===== src/rtl/img_pkg.sv =====
// Shared image constants and window layout helpers.
// Imported by the window generator and the Gaussian kernel stage.
package img_pkg;

  localparam int PIX_W = 8;
  localparam int IMG_W = 128;
  localparam int IMG_H = 128;

  typedef logic [PIX_W-1:0] pixel_t;

  function automatic int WIN_IDX(
    input int r,
    input int c,
    input int pw = PIX_W
  );
    return pw * (3 * r + c);
  endfunction

endpackage


===== src/rtl/gauss_window_3x3_line_buffer.sv =====
// One image row of pixels: combinational read, synchronous write.
// Contents are deliberately not reset; readers only see current-frame rows.
module line_buffer #(
  parameter int DEPTH = 128,
  parameter int PIX_W = 8,
  localparam int AW = $clog2(DEPTH)
) (
  input  logic             clk,
  input  logic             we,
  input  logic [AW-1:0]    addr,
  input  logic [PIX_W-1:0] wdata,
  output logic [PIX_W-1:0] rdata
);
  import img_pkg::*;

  logic [PIX_W-1:0] mem [DEPTH];

  assign rdata = mem[addr];

  always_ff @(posedge clk) begin
    if (we) mem[addr] <= wdata;
  end

endmodule


===== src/rtl/gauss_window_3x3.sv =====
// Raster-stream 3x3 window generator feeding the Gaussian kernel.
// Two line buffers supply the rows above; only interior windows are emitted.
module gauss_window_3x3 #(
  parameter int IMG_W = 128,
  parameter int IMG_H = 128,
  parameter int PIX_W = 8
) (
  input  logic               clk,
  input  logic               rst,
  input  logic               in_valid,
  input  logic               in_sof,
  input  logic [PIX_W-1:0]   in_pixel,
  output logic               in_ready,
  output logic               out_valid,
  input  logic               out_ready,
  output logic [9*PIX_W-1:0] out_win,
  output logic               frame_done
);
  import img_pkg::*;

  localparam int CW = $clog2(IMG_W);
  localparam int RW = $clog2(IMG_H);

  logic [CW-1:0]    col, ecol, col_n;
  logic [RW-1:0]    row, erow, row_n;
  logic             accept, col_last, row_last;
  logic             win_hit, last_win;
  logic [PIX_W-1:0] tap1, tap2;

  assign in_ready = !out_valid || out_ready;
  assign accept   = in_valid && in_ready;

  // sof overrides the counters for the pixel it marks
  assign ecol = in_sof ? '0 : col;
  assign erow = in_sof ? '0 : row;

  assign col_last = (ecol == CW'(IMG_W - 1));
  assign row_last = (erow == RW'(IMG_H - 1));
  assign win_hit  = (erow >= RW'(2)) && (ecol >= CW'(2));

  always_comb begin
    col_n = ecol + CW'(1);
    row_n = erow;
    if (col_last) begin
      col_n = '0;
      row_n = row_last ? '0 : erow + RW'(1);
    end
  end

  line_buffer #(
    .DEPTH (IMG_W),
    .PIX_W (PIX_W)
  ) lb0 (
    .clk   (clk),
    .we    (accept),
    .addr  (ecol),
    .wdata (in_pixel),
    .rdata (tap1)
  );

  line_buffer #(
    .DEPTH (IMG_W),
    .PIX_W (PIX_W)
  ) lb1 (
    .clk   (clk),
    .we    (accept),
    .addr  (ecol),
    .wdata (tap1),
    .rdata (tap2)
  );

  always_ff @(posedge clk or negedge rst) begin
    if (!rst) begin
      col        <= '0;
      row        <= '0;
      out_valid  <= 1'b0;
      out_win    <= '0;
      last_win   <= 1'b0;
      frame_done <= 1'b0;
    end else begin
      frame_done <= out_valid && out_ready && last_win;
      if (accept) begin
        col <= col_n;
        row <= row_n;
        for (int r = 0; r < 3; r++) begin
          out_win[WIN_IDX(r, 0, PIX_W) +: PIX_W] <=
            out_win[WIN_IDX(r, 1, PIX_W) +: PIX_W];
          out_win[WIN_IDX(r, 1, PIX_W) +: PIX_W] <=
            out_win[WIN_IDX(r, 2, PIX_W) +: PIX_W];
        end
        out_win[WIN_IDX(0, 2, PIX_W) +: PIX_W] <= tap2;
        out_win[WIN_IDX(1, 2, PIX_W) +: PIX_W] <= tap1;
        out_win[WIN_IDX(2, 2, PIX_W) +: PIX_W] <= in_pixel;
      end
      if (accept && win_hit) begin
        out_valid <= 1'b1;
        last_win  <= col_last && row_last;
      end else if (out_valid && out_ready) begin
        out_valid <= 1'b0;
      end
    end
  end

endmodule

===== config.mk =====
export PLATFORM = sky130hd
export DESIGN_NAME = gauss_window_3x3
export DESIGN_NICKNAME = d
export VERILOG_FILES = /design/src/rtl/img_pkg.sv /design/src/rtl/gauss_window_3x3_line_buffer.sv /design/src/rtl/gauss_window_3x3.sv
export SDC_FILE = /design/constraint.sdc
export NUM_CORES = 2
export LEC_CHECK = 0
export BUFFER_PORTS_ARGS = -buffer_cell sky130_fd_sc_hd__buf_2
export CAP_MARGIN = 25
export CORE_MARGIN = 2
export CORE_UTILIZATION = 40
export DETAILED_ROUTE_END_ITERATION = 10
export GPL_ROUTABILITY_DRIVEN = 0
export HOLD_SLACK_MARGIN = 0.05
export PLACE_DENSITY = 0.51
export SYNTH_ARGS = -nofsm -noshare
export SYNTH_HDL_FRONTEND = slang
export SYNTH_SLANG_ARGS = --single-unit
export TNS_END_PERCENT = 50

===== constraint.sdc =====
create_clock -name clk -period 6.9 [get_ports clk]
set_input_delay 1.38 -clock clk [delete_from_list [all_inputs] [get_ports clk]]
set_output_delay 1.38 -clock clk [all_outputs]
set_load 0.01 [all_outputs]

==> run_results.csv <==
group,metric,value,unit
sta,hold_violations,0,
sta,rsz0062_at_grt,"no",
finish,fin_nets,5501,
status,status,"complete, no violations",
worst_setup_path,end_kind,"flop",
synthesis,synth_top_family_by_area,"compound AO/OA/AOI/OAI gates",
floorplanning,core_area,204000,µm²
min_path,min_path_cells,2,
placed_design,placed_cells,7954,
sta,drv_slew,0,
global_route,grt_pass1_wl,404000,µm
global_route,grt-ovfl-total,0,
synthesis,yosys_most_used_dff,"edfxtp_1",
worst_setup_path,cp_cell_sequence,"buf_4 > buf_4 > nand2b_4 > a2111oi_0 > a211oi_1 > buf_4 > o22ai_1 > o21ai_0 > nand4_1 > buf_12 > mux2_2",
clock_network,clock_latency,0.88,ns
min_path,hold_start,"out_win[54]",
synthesis,yosys_warnings,0,
synthesis,synth-simple-area-share,5.46,%
worst_setup_path,r2r_slack,1.63,ns
pwr,power.leakage,31.3,nW
finish,area_growth,15.2,%
sta,final_period_minus_worst_setup_slack,5.32,ns
floorplanning,die_area,209000,µm²
floorplanning,ioPinCount,88,
synthesis,avgSynthCellArea,15.8,µm²
clock_network,clkTransAtPathRegs,0.06,ns
worst_setup_path,rr_worst_depth,11,
synthesis,synth_xor_xnor_area_share,0.0107,%
routing,post_drt_wl_per_cell,35.1,µm
synthesis,synth_area_leader_cell,"edfxtp_1",
global_route,grt_use_met2,42.6,%
routing,drc,0,
worst_setup_path,critPathMostFrequentCell,"buf_4",
finish,n_fill_cell,17800,
sta,max_freq,0.188,GHz
clock_network,cts_tree,"yes",
routing,drtAntennaViolNets,0,
synthesis,seq_area_frac_synth,77.5,%
routing,drtIter0Drc,6749,
routing,wl,293000,µm
worst_setup_path,crit_arrival,6.07,ns
routing,viasPerCell,6.19,
routing,routed-via-count,51800,
sta,fin_tns_setup,0,ns
worst_setup_path,start_kind,"primary input",
worst_setup_path,cp.required,7.65,ns
placed_design,io_buffers,87,
worst_setup_path,cp_slowest_cell,"nand2b_4",
sta,skew,0.0467,ns
worst_setup_path,r2r_end,"out_win[46]",
clock_network,cts_buffers,218,
synthesis,yosys-mux-area-fraction,4.16,%
synthesis,ys_ff_latch,2137,
floorplanning,initial_core_util,40.2,%
clock_network,hold_buffers,0,
run,maxCapViolCount,0,
synthesis,yosys.area.top_type_share,74.8,%
global_route,met1_usage,37.9,%
pwr,power,34.4,mW
routing,dr.pass1.iters,6,
synthesis,synthAdderAreaFrac,0,%
synthesis,synth_cells,5194,
synthesis,synth_edf_count,2048,
global_route,met3_usage,5.91,%
floorplanning,die_x,457,µm
sta,worst_slew_pin_slew,1.15,ns
global_route,antenna_found_initial,9,
global_route,grt-busiest-layer,"met2",
finish,stdcell_count,8372,
global_route,grt_max_degree,130,
worst_setup_path,worstReg2RegStart,"col[0]",
clock_network,post_cts_buffers,0,
global_route,grt_pass1_vias,49100,
clock_network,root_buffer,"clkbuf_16",
synthesis,synth.distinct_cells,69,
clock_network,clockBufferDepth,3,
clock_network,cts_resized,0,
worst_setup_path,path_delay_family,"compound AO/OA/AOI/OAI gates",
worst_setup_path,crit_path_max_fanout,37,
sta,fin_crit_sh,77.1,%
min_path,hp-class,"flop to flop",
clock_network,clock-sinks,2137,
pwr,cellPowerDensity,363,nW/µm²
sta,setup_viol,0,
synthesis,synth_compound_area_share,10.8,%
finish,drive_above_1_share,15.6,%
worst_setup_path,worstPathBufferInverterCount,4,
worst_setup_path,worstSetupPathType,"primary input to flop",
sta,timing.slew.headroom,22.8,%
global_route,track_usage,27.5,%
pwr,vdd_drop_max,0.337,mV
synthesis,netlist_area,82200,µm²
floorplanning,fp-row-count,166,
synthesis,synthTopCellsByArea,"edfxtp_1 75%, a221oi_1 3.2%, mux2i_1 2.9%, nand2_1 2.8%, dfrtp_1 2.7%",
clock_network,htreeDepth,4,
floorplanning,die_y,457,µm
synthesis,synth_nets,5207,
synthesis,async_reset_ff_share,4.16,%
placed_design,hpwl,177000,µm
min_path,whs_endpoint,"out_win[54]",
worst_setup_path,slowest_delay,0.77,ns
==> worst min-delay path, stage by stage (launching register included) <==
cell and delay, ns:
dfrtp_1 0.34, nand2_1 0.05, nand2_1 0.05
==> power by group <==
part / switching, mW / internal [mW] / total (mW)
clock: 5.05 / 6.37 / 11.4
sequential: 0.304 / 15.5 / 15.8
combinational: 5.28 / 1.90 / 7.17
==> cells in the mapped netlist (12+ instances only) <==
| library cell | n |
|---|---|
| buf_1 | 48 |
| buf_4 | 12 |
| dfrtp_1 | 89 |
| a211oi_1 | 24 |
| a221o_1 | 23 |
| or3_1 | 23 |
| clkbuf_1 | 185 |
| buf_2 | 122 |
| nand3_1 | 30 |
| a22oi_1 | 68 |
| mux2i_1 | 234 |
| edfxtp_1 | 2048 |
| nor2_1 | 270 |
| a222oi_1 | 20 |
| nor2b_1 | 13 |
| nor3_1 | 46 |
| a21oi_1 | 335 |
| o22ai_1 | 145 |
| mux2_2 | 78 |
| o31ai_1 | 24 |
| nor4_1 | 23 |
| a221oi_1 | 296 |
| o21ai_0 | 134 |
| a31oi_1 | 14 |
| o32ai_1 | 17 |
| o221ai_1 | 45 |
| nand2_1 | 623 |
| a22o_1 | 63 |
==> sequential cells by signal, indices dropped and copies added, names as in the netlist <==
register    count
lb0.mem      1024
row             7
frame_done      1
col             7
out_win        72
out_valid       1
last_win        1
lb1.mem      1024
==> cell type report <==
cell class / instances / area (µm²) / share of cell area [%]
Sequential cell: 2137 / 63700 / 67.3
Inverter: 8 / 30.0 / 0.0317
Tap cell: 2688 / 3360 / 3.55
Timing Repair Buffer: 446 / 3650 / 3.86
Clock inverter: 120 / 978 / 1.03
Clock buffer: 288 / 5820 / 6.15
Multi-Input combinational cell: 2677 / 17000 / 18.0
Antenna cell: 8 / 20.0 / 0.0212
==> worst max-delay path by stage <==
stage               cells past startpoint         endpoint    from
CTS                                    10  lb1.mem[110][6]  in_sof
global route                           10  lb1.mem[110][6]  in_sof
detailed placement                     11      out_win[46]  in_sof
global placement                        9      out_win[22]  in_sof
finish                                 11      out_win[46]  in_sof
floorplan                               7    lb1.mem[0][4]  in_sof
==> stage by stage <==
stage	worst slack (ns)	util, %	hold slack [ns]	cell area (µm²)
after floorplan	0.00162	-	0.436	82300
after global placement	0.515	42.9	0.453	87700
after detailed placement	0.984	43.0	0.457	87800
after CTS	1.90	46.3	0.471	94600
after global routing	1.78	46.3	0.486	94600
final	1.58	46.3	0.470	94700
==> cell usage in the layout (no fill, tap or decap), drive strengths merged, types with 12 or more instances in the layout <==
cell,netlist,final
a211oi,24,24
a21oi,336,336
a221o,23,23
a221oi,296,296
a222oi,20,20
a22o,63,63
a22oi,68,68
a31oi,14,14
buf,187,445
bufinv,0,12
clkbuf,185,289
clkinv,0,98
dfrtp,89,89
edfxtp,2048,2048
inv,8,14
mux2,81,81
mux2i,234,234
nand2,623,623
nand3,30,30
nor2,271,271
nor2b,13,13
nor3,47,47
nor4,23,23
o21ai,135,135
o221ai,45,45
o22ai,145,145
o31ai,24,24
o32ai,17,17
or3,23,23
==> kinds of logic (layout without fill, tap and decap cells) <==
| logic type | Yosys count | count (layout) |
|---|---|---|
| AOI/OAI and AO/OA | 1273 | 1273 |
| xor gates and xnor gates | 1 | 1 |
| buffers and inverters | 380 | 862 |
| DFF | 2137 | 2137 |
| muxes | 322 | 322 |
| other | 0 | 8 |
| and+or+nand+nor | 1081 | 1081 |
==> metal layers <==
| metal | routed length, µm | part of all wire (%) |
|---|---|---|
| met5 | 65 | 0.022 |
| met4 | 12500 | 4.3 |
| met3 | 27900 | 9.5 |
| met2 | 134000 | 46 |
| met1 | 119000 | 41 |
Power figures use the tool's default switching activity.
